**src/rtl/stitch_pipeline_egress.sv**
```systemverilog
// Credit-managed egress FIFO at the tail of a fixed-latency pipeline.
// Optional sticky error detection is enabled by defining STITCH_EGRESS_ERR_CHECK_EN.
module stitch_pipeline_egress #(
    parameter int DATA_WIDTH = 32,
    parameter int DEPTH      = 4
) (
    input  logic                       clk,
    input  logic                       rst,
    input  logic                       issue,
    output logic                       can_issue,
    input  logic                       in_valid,
    input  logic [DATA_WIDTH-1:0]      in_data,
    output logic                       out_valid,
    input  logic                       out_ready,
    output logic [DATA_WIDTH-1:0]      out_data,
    output logic [$clog2(DEPTH):0]     count,
    output logic                       overflow_err
);

    localparam int PW = $clog2(DEPTH);
    localparam int CW = PW + 1;
    localparam logic [CW-1:0] DEPTH_C = CW'(DEPTH);

    // Handshake: a word leaves when out_valid && out_ready on a rising edge;
    // in_valid is a push that cannot be back-pressured, so capacity is
    // reserved upstream through issue/can_issue credits.

    logic [CW-1:0]         credits_q, credits_d;
    logic [CW-1:0]         count_q, count_d;
    logic [PW-1:0]         wr_ptr_q, wr_ptr_d;
    logic [PW-1:0]         rd_ptr_q, rd_ptr_d;
    logic [DATA_WIDTH-1:0] mem_q [DEPTH];

    logic full;
    logic pop;
    logic push_ok;
    logic credit_inc;

    assign full       = (count_q == DEPTH_C);
    assign out_valid  = (count_q != '0);
    assign pop        = out_valid && out_ready;
    // A full FIFO still accepts a push when the head leaves in the same cycle.
    assign push_ok    = in_valid && (!full || pop);
    assign can_issue  = (credits_q < DEPTH_C);
    assign credit_inc = issue && can_issue;

    assign out_data = mem_q[rd_ptr_q];
    assign count    = count_q;

    always_comb begin
        count_d = count_q;
        case ({push_ok, pop})
            2'b10:   count_d = count_q + CW'(1);
            2'b01:   count_d = count_q - CW'(1);
            default: count_d = count_q;
        endcase
    end

    always_comb begin
        credits_d = credits_q;
        case ({credit_inc, pop})
            2'b10:   credits_d = credits_q + CW'(1);
            // Guard against pops of words that were never issued.
            2'b01:   credits_d = (credits_q != '0) ? credits_q - CW'(1) : credits_q;
            default: credits_d = credits_q;
        endcase
    end

    always_comb begin
        wr_ptr_d = wr_ptr_q;
        rd_ptr_d = rd_ptr_q;
        if (push_ok) wr_ptr_d = wr_ptr_q + PW'(1);
        if (pop)     rd_ptr_d = rd_ptr_q + PW'(1);
    end

    always_ff @(posedge clk or posedge rst) begin
        if (rst) begin
            credits_q <= '0;
            count_q   <= '0;
            wr_ptr_q  <= '0;
            rd_ptr_q  <= '0;
        end else begin
            credits_q <= credits_d;
            count_q   <= count_d;
            wr_ptr_q  <= wr_ptr_d;
            rd_ptr_q  <= rd_ptr_d;
        end
    end

    // Storage is intentionally not reset; out_valid qualifies out_data.
    always_ff @(posedge clk) begin
        if (push_ok) mem_q[wr_ptr_q] <= in_data;
    end

`ifdef STITCH_EGRESS_ERR_CHECK_EN
    logic err_q, err_d;

    always_comb begin
        err_d = err_q;
        if ((issue && !can_issue) || (in_valid && full && !pop)) err_d = 1'b1;
    end

    always_ff @(posedge clk or posedge rst) begin
        if (rst) err_q <= 1'b0;
        else     err_q <= err_d;
    end

    assign overflow_err = err_q;
`else
    assign overflow_err = 1'b0;
`endif

endmodule

```
**config.mk**
```make
export PLATFORM = sky130hd
export DESIGN_NAME = stitch_pipeline_egress
export DESIGN_NICKNAME = d
export VERILOG_FILES = /design/src/rtl/stitch_pipeline_egress.sv
export SDC_FILE = /design/constraint.sdc
export NUM_CORES = 1
export LEC_CHECK = 0
export CORE_UTILIZATION = 50
export CTS_CLUSTER_DIAMETER = 60
export DETAILED_ROUTE_END_ITERATION = 8
export DONT_BUFFER_PORTS = 1
export PLACE_DENSITY = 0.68
export SLEW_MARGIN = 25
export SYNTH_ARGS = -nofsm -noshare
export SYNTH_HDL_FRONTEND = slang
export SYNTH_SLANG_ARGS = --single-unit
```
**constraint.sdc**
```tcl
create_clock -name clk -period 2.1 [get_ports clk]
set_clock_uncertainty 0.05 [all_clocks]
set_input_delay 0.42 -clock clk [delete_from_list [all_inputs] [get_ports clk]]
set_output_delay 0.42 -clock clk [all_outputs]
set_load 0.02 [all_outputs]
```
; Word-level counts from Yosys, hierarchy flattened
; Memories as Yosys holds them, arrays and structs flattened.
; Cells that the tools add are included.
[op_classes]
n_addsub = 6
magnitude_cmp = 1
eq_ne = 6
mux = 5
reduce_logical = 10
[ops]
columns = op, n
row1 = one-hot mux 3 bit (2 select lines), 2
row2 = "adder 3 x 1 -> 3 bit, second input constant", 2
row3 = nonzero test 3 bit, 2
row4 = "subtractor 3 x 1 -> 3 bit, second input constant", 2
row5 = "adder 2 x 1 -> 2 bit, second input constant", 2
row6 = "== test 2 x 1 -> 1 bit, second input constant", 2
row7 = "== test 2 bit, second input constant", 2
row8 = nonzero test 2 bit, 2
row9 = "== test 3 bit, second input constant", 1
row10 = logical AND 1 bit, 3
row11 = "< comparator 3 bit, second input constant", 1
row12 = 2-to-1 mux 3 bit, 1
row13 = 2-to-1 mux 1 bit, 2
row14 = "inequality test 2 bit, second input constant", 1
row15 = AND reduction 2 bit, 1
row16 = zero test 1 bit, 1
row17 = logical OR 1 bit, 1
[totals]
register_bits = 10
ramBits = 128
inputBits = 37
n_memories = 1
[mem_list]
columns = memory, words, word_bits, rd, rd_ports_with_merged_regs, write_ports, line_no
row1 = mem_q, 4, 32, 1, 0, 1, 32  ; logic [DATA_WIDTH-1:0] mem_q [DEPTH];

; Longest topological paths before layout
; Gate-level depths: netlist of run 1.
[depth]
word_depth = 6
depth_mapped = 8
ltp_nobuf = 7

; Least setup slack after synthesis of run 1
; No wires, ideal clock.
[synth_path]
path_type = register to register
startpoint = register count_q[0], in the netlist count[0]
endpoint = register credits_q[1]
t_arrival_ns = 1.992
required_ns = 1.926
slack_ns = -0.066
stages_incl_launch_ff = 8
synth_period_minus_slack_ns = 2.166
cell_sequence = dfrtp_1 o31a_1 buf_2 nand2_1 fa_1 inv_1 a32o_2 a211o_1
[synth_between]
elab_chain_cells = 5
[synth_rtl]
columns = element, line_no
row1 = "start, declared", 29  ; logic [CW-1:0] count_q, count_d;
row2 = "start signal, assigned", 84  ; count_q <= count_d;
row3 = nonzero test 3 bit (*), 40  ; assign out_valid = (count_q != '0);
row4 = logical AND 1 bit (*), 41  ; assign pop = out_valid && out_ready;
row5 = == test 2 x 1 -> 1 bit / == test 2 bit (equally long branches), 61  ; case ({credit_inc, pop})
row6 = inequality test 2 bit (no source line) / nonzero test 2 bit (equally long branches), n/a
row7 = AND reduction 2 bit (no source line), n/a
row8 = "end signal, assigned", 83  ; credits_q <= credits_d;
row9 = "end, declared", 28  ; logic [CW-1:0] credits_q, credits_d;
; Mark *: on every way between the ends. The rest lies on a longest branch, timed or not.
; A chain may end at the register's enable or synchronous reset.

; Worst setup path in the final report of run 1
[layout_path]
startpoint = register rd_ptr_q[0]
endpoint = output port out_data[31]
[layout_between]
elab_chain_cells = 1
[layout_rtl]
columns = element, line_no
row1 = "start, declared", 31  ; logic [PW-1:0] rd_ptr_q, rd_ptr_d;
row2 = "start signal, assigned", 86  ; rd_ptr_q <= rd_ptr_d;
row3 = memory (4 x 32 bit), n/a
row4 = "end, declared", 15  ; output logic [DATA_WIDTH-1:0] out_data,
; Every way passes these cells.

==> impl_metrics.ini, run 1 <==
[run_status]
outcome = finished, violations left
failed_checks = negative setup slack

[die]
initial_core_util_pct = 51.4
core_area_sq_um = 10300
die_w_um = 105
num_rows = 37
ioPinCount = 75
die-area_sq_um = 11000
die_h_um = 105

[global_routing]
grt_max_degree = 26
grt_remaining_overflow = 0
grt_pass1_wl_um = 14300
grt_pass1_vias = 2686
antenna_found_initial = 0
grt_use_total_pct = 18.2

[routing]
drc = 0
dr_total_vias = 2456
post_drt_wl_per_cell_um = 19.9
drt_iter0_drc = 111
drt_pre_antenna_iters = 4
via_per_inst = 5.49
routed_wl_um = 8910
detail-route-antenna-nets = 0

[yosys]
ys_ff_latch = 138
synth.area.top_cells = edfxtp_1, mux4_2, dfrtp_1, xnor2_1, ha_1
async_reset_ff_share_pct = 7.25
syn_nets = 283
yosys.cell_count.top_type = edfxtp_1
synthTopCellsByCount = edfxtp_1, mux4_2, inv_1
synth.top_cell.area_share_pct = 72.4
yosysWarnings = 0
synth_top_area_cell = edfxtp_1
syn_avg_cell_area_sq_um = 22.1
synth_edf_count = 128
ys_seq_area_share_pct = 77.1
synth_cell_type_count = 33
syn_area_sq_um = 5310
synthFlopType = edfxtp_1
syn_inst = 240

[power]
vdd_ir_drop_max_mv = 0.650
net-switching-power_mw = 3.06
seqPwrFrac_pct = 40.4
swShare_pct = 32.0
power_mw = 9.57
pwr-share-clk_pct = 28.5
leakage_nw = 2.21
p_int_mw = 6.50
comb_power_share_pct = 31.1
power_density_nw_per_um2 = 1470

[critical_path]
required_ns = 1.63
crit_path_max_fanout = 23
end_kind = output pin
cp-start-kind = flop
critPathKind = flop to output pin
arrival_ns = 1.78

[timing]
max_freq_ghz = 0.445
final.min_clock_period_ns = 2.25
setup_viol = 32
rsz0062_at_grt = yes
setup_ws_ns = -0.146
hold_viol = 0
slew_viol_final = 0
period_share_pct = 107

[final_layout]
antennaDiodeCount = 0
multi_input_area_sq_um = 1120
fin_util_pct = 62.9
area_delta_synth_final_pct = 22.4
final_layout_size_suffix_gt1_share_pct = 29.3
seq_area_sq_um = 4100
nFillCells = 705
nets = 342

[cts]
cts_setup_buffers = 0
cts_root_buf = clkbuf_8
htreeDepth = 4
clock_latency_ns = 0.52
clockBufferDepth = 2
cts_buffers = 17
clock_sinks = 138
path_clk_slew_ns = 0.06
cts_tree = done

[min_path]
hold_path_class = input port to flop

[run]
maxCapViolations = 0

[place]
port_buffers = 0
gp_congestion = 0.802
dpl.hpwl_um = 5300
## registers in the layout, indices dropped and copies added, names as in the netlist
| name | count |
|---|---|
| count | 3 |
| credits_q | 3 |
| mem_q | 128 |
| rd_ptr_q | 2 |
| wr_ptr_q | 2 |
## cells by family (layout without fill, tap and decap cells)
kind of cell | after synthesis | count (layout) | share of synthesized area [%]
DFF | 138 | 138 | 77.1
muxes | 33 | 33 | 13.8
buffers and inverters | 22 | 93 | 1.77
and+or+nand+nor | 18 | 18 | 1.67
AOI/OAI and AO/OA | 16 | 16 | 2.90
adders and majority gates | 6 | 6 | 1.70
xor gates and xnor gates | 6 | 6 | 0.990
other | 1 | 1 | 0.0707
## cell usage in the layout, fill, tap and decap left out, types with 5 or more instances in the layout
master,count
edfxtp_1,128
dlygate4sd3_1,33
mux4_2,32
clkbuf_16,16
inv_1,12
buf_4,12
xnor2_1,6
dfrtp_2,5
dfrtp_1,5
## power by group through the flow
| stage | registers, mW | clock network, mW | logic, mW |
|---|---|---|---|
| 2_1_floorplan | 3.90 | 0 | 2.23 |
| 3_3_place_gp | 3.89 | 0 | 2.92 |
| 3_5_place_dp | 3.93 | 0 | 2.96 |
| 4_1_cts | 3.87 | 2.78 | 3.05 |
| 5_1_grt | 3.92 | 2.89 | 3.21 |
| 6_report | 3.87 | 2.72 | 2.97 |
## repair_timing
item | in CTS | in global routing
endpoints found under the setup margin | 32 | 32
hold buffers | 33 | 0
gates resized for setup | 1 | 0
hold endpoints to repair | 138 | 0
## worst max-delay path: stages (launching register included)
cell     delay, ns
dfrtp_2       0.39
buf_12        0.22
mux4_2        0.64
## final timing paths
| kind | start | endpoint | slack [ns] | cells past startpoint |
|---|---|---|---|---|
| max | rd_ptr_q[0] | out_data[31] | -0.15 | 2 |
| min | issue | credits_q[2] | 0.06 | 2 |
| max reg2reg | count[0] | credits_q[1] | 0.14 | 6 |
| min reg2reg | count[2] | count[2] | 0.50 | 1 |
| max in group asynchronous | rst | rd_ptr_q[1] | 1.41 | 2 |
| min in group asynchronous | rst | count[0] | 0.28 | 2 |
## area by class of cell
cell class,count,share of cell area [%]
flip-flops and latches,138,63.1
clock buffers,18,6.43
well taps,136,2.62
repair buffers,50,7.88
clock inverters,13,1.96
inverters,12,0.693
multi-input cells,80,17.3
## layer usage
layer  vias to the layer above  global-route usage [%]  part of all wire (%)
met1                      1276                    22.8                    42
li1                       1092                       -                     -
met4                         0                    8.05                   1.1
met2                        80                    28.7                    51
met5                         -                       0                     0
met3                         8                    6.67                   5.8
## stage by stage
stage / cell area (sq um) / setup slack, ns / hold WS, ns / setup TNS [ns] / std cells
final: 6500 / -0.146 / 0.0635 / -3.53 / 447
after global routing: 6500 / -0.214 / 0.102 / -5.81 / 447
after global placement: 5620 / 0.234 / 0.266 / 0 / 383
after detailed placement: 5620 / 0.157 / 0.273 / 0 / 383
after CTS: 6500 / -0.181 / 0.0465 / -4.88 / 447
after floorplan: 5310 / 0.0447 / 0.210 / 0 / 240
No activity file was read; power rests on OpenSTA's default activity.
==> run 2: changes to the inputs <==
Settings changed: ABC_AREA set to 1.
==> run 2 against run 1 <==
  * The run still ends with negative setup slack left
  * Cell area rose by 11%
  * Critical path depth rose by 3
  * Register-to-register slack barely moved
  * Sequential share of layout area fell by 6.2 points
  * Area after synthesis rose by 1.7%
  * Largest power group is now combinational logic
==> impl_metrics.ini, run 2 <==
[timing]
worst_pin_slew_ns = 1.02
setup_viol = 32
fin_hold_ws_ns = 0.100
slew_viol_final = 0
rsz0062_at_grt = yes
relSlewSlack_pct = 31.6
setup_ws_ns = -0.128
period_share_pct = 106
max_freq_ghz = 0.449
final.min_clock_period_ns = 2.23
hold_viol = 0

[place]
dpl.hpwl_um = 5980
place_inst = 549
gp_congestion = 0.780
place_ws_ns = 0.110
port_buffers = 0

[cts]
cts_root_buf = clkbuf_8
htreeDepth = 4
cts_buffers = 17
clock_latency_ns = 0.52
path_clk_slew_ns = 0.06
cts_tree = done
clockBufferDepth = 2
clock_sinks = 138

[final_layout]
top_register = mem_q
nFillCells = 675
final_cells = 623
nets = 518
final_common_cell = edfxtp_1
antennaDiodeCount = 0
final_layout_size_suffix_gt1_share_pct = 27.9
largest_reg_flops = 128
area_delta_synth_final_pct = 33.4
final_cell_mix = edfxtp_1, nor2_1, dlygate4sd3_1

[critical_path]
critPathKind = flop to output pin
cpPeakStageDelay_ns = 0.45
path_buf_inv = 3
arrival_ns = 1.76
crit_path_frequent_cell = buf_4
cp_slowest_cell = dfrtp_2
rr_worst_depth = 4
path_depth = 5
r2r_start = wr_ptr_q[1]
cp_top_family = buffers and inverters
crit_path_max_fanout = 17
crit_start = rd_ptr_q[0]
cp-start-kind = flop
end_kind = output pin
crit_chain = buf_4 -> buf_12 -> o21ai_1 -> o22ai_1 -> buf_4
required_ns = 1.63

[global_routing]
grt_remaining_overflow = 0
grt_max_degree = 33
grt_pass1_wl_um = 17400
antenna_found_initial = 0
grt_use_total_pct = 21.2
grt_pass1_vias = 3474

[routing]
routed_wl_um = 11400
drc = 0
post_drt_wl_per_cell_um = 18.2
drt_pre_antenna_iters = 4
drt_iter0_drc = 245
dr_total_vias = 3374
via_per_inst = 5.42
detail-route-antenna-nets = 0

[yosys]
yosysWarnings = 0
syn_nets = 437
synth_xor_xnor_area_share_pct = 0.487
ys_ff_latch = 138
async_reset_ff_share_pct = 7.25
synth_simple_gate_area_share_pct = 7.95
synth_top_family_by_area = compound AO/OA/AOI/OAI gates
synth.area.mux_share_pct = 0
ys_seq_area_share_pct = 75.8
synthTopCellsByCount = edfxtp_1, nor2_1, o21ai_0
syn_area_sq_um = 5400
synth-adder-area-share_pct = 1.67
synth_top_area_cell = edfxtp_1
synth.top_cell.area_share_pct = 71.2
yosys.cell_count.top_type = edfxtp_1
synth.area.top_cells = edfxtp_1, o21ai_0, nor2_1, dfrtp_1, o22ai_1
syn_inst = 394
synthFlopType = edfxtp_1
synth-compound-area-share_pct = 10.2
syn_avg_cell_area_sq_um = 13.7
synth_edf_count = 128
synth_cell_type_count = 24

[die]
initial_core_util_pct = 51.8
die_w_um = 106
core_area_sq_um = 10400
num_rows = 37
die_h_um = 106
die-area_sq_um = 11200
ioPinCount = 75

[run_status]
failed_checks = negative setup slack
outcome = finished, violations left

[power]
comb_power_share_pct = 42.6
swShare_pct = 36.2
leakage_nw = 2.61
power_mw = 11.7
net-switching-power_mw = 4.22
p_int_mw = 7.45
power_density_nw_per_um2 = 1620
seqPwrFrac_pct = 33.1
vdd_ir_drop_max_mv = 1.11
pwr-share-clk_pct = 24.4

[min_path]
hp-start = in_valid
hold_path_class = input port to flop
hold_depth = 3

[run]
maxCapViolations = 0
run 2: cell count changes in the layout (fill, tap and decap cells not counted), moves of 9 or more:
cell     change
nand2_1     +12
nor2_2      +13
o21ai_1     +28
o22ai_1     +15
nor2_1      +51
mux4_2      -32
o22ai_2     +16
buf_6        +9
buf_4       +14
o21ai_0     +23
o21ai_2     +10
run 2: worst paths after layout:
kind,to,slack (ns)
setup / recovery,out_data[0],-0.13
hold / removal,count[2],0.10
setup reg to reg,mem_q[1][12],0.15
hold reg to reg,credits_q[2],0.45
max in group asynchronous,rd_ptr_q[0],1.40
min in group asynchronous,count[1],0.28
run 2: worst reg2reg max path, stage by stage, from the launching register on:
cell and delay, ns:
dfrtp_1 0.40, inv_1 0.10, ha_1 0.15, inv_1 0.06, nor2_4 0.78
run 2: timing repair:
action / CTS / global route
gates cloned: 4 / 0
endpoints found under the hold margin: 138 / 0
pin swaps: 9 / 7
setup buffers: 3 / 2
hold buffers: 33 / 0
setup endpoints to repair: 32 / 32
resized for setup: 56 / 58
run 2: final cells by class:
| cell class | instances | area, sq um | share of cell area, % |
|---|---|---|---|
| flip-flops and latches | 138 | 4100 | 56.9 |
| multi-input cells | 214 | 1330 | 18.5 |
| repair buffers | 83 | 946 | 13.1 |
| clock buffers | 17 | 414 | 5.75 |
| well taps | 136 | 170 | 2.36 |
| clock inverters | 14 | 156 | 2.17 |
| inverters | 21 | 88.8 | 1.23 |
run 2: cell families (layout without fill, tap and decap cells):
group	Yosys count	after routing
DFF	138	138
and+or+nand+nor	104	104
AOI/OAI and AO/OA	100	100
buffers and inverters	42	135
adders and majority gates	6	6
xor gates and xnor gates	3	3
other	1	1
run 2: metrics by stage:
stage                     util (%)  TNS, ns  instance area, sq um
after CTS                     67.1    -2.58                  6990
after global routing          69.2    -4.42                  7200
after detailed placement      55.6        0                  5790
after floorplan                  -    -3.85                  5410
final                         69.2    -2.32                  7200
after global placement        55.6        0                  5790
run 2: routing by layer:
metal / GRT usage [%] / vias up / part of all wire, %
li1: - / 1605 / -
met2: 35.4 / 89 / 52
met3: 6.44 / 15 / 5.3
met1: 25.3 / 1665 / 41
met4: 9.72 / 0 / 1.8
met5: 0 / - / 0
run 2: power groups by stage:
stage               clock, mW  sequential, mW  combinational (mW)
CTS                      2.87            3.84                4.60
global route             2.99            3.91                5.34
detailed placement          0            3.87                3.81
global placement            0            3.84                3.73
finish                   2.85            3.86                4.97
floorplan                   0            3.87                2.50
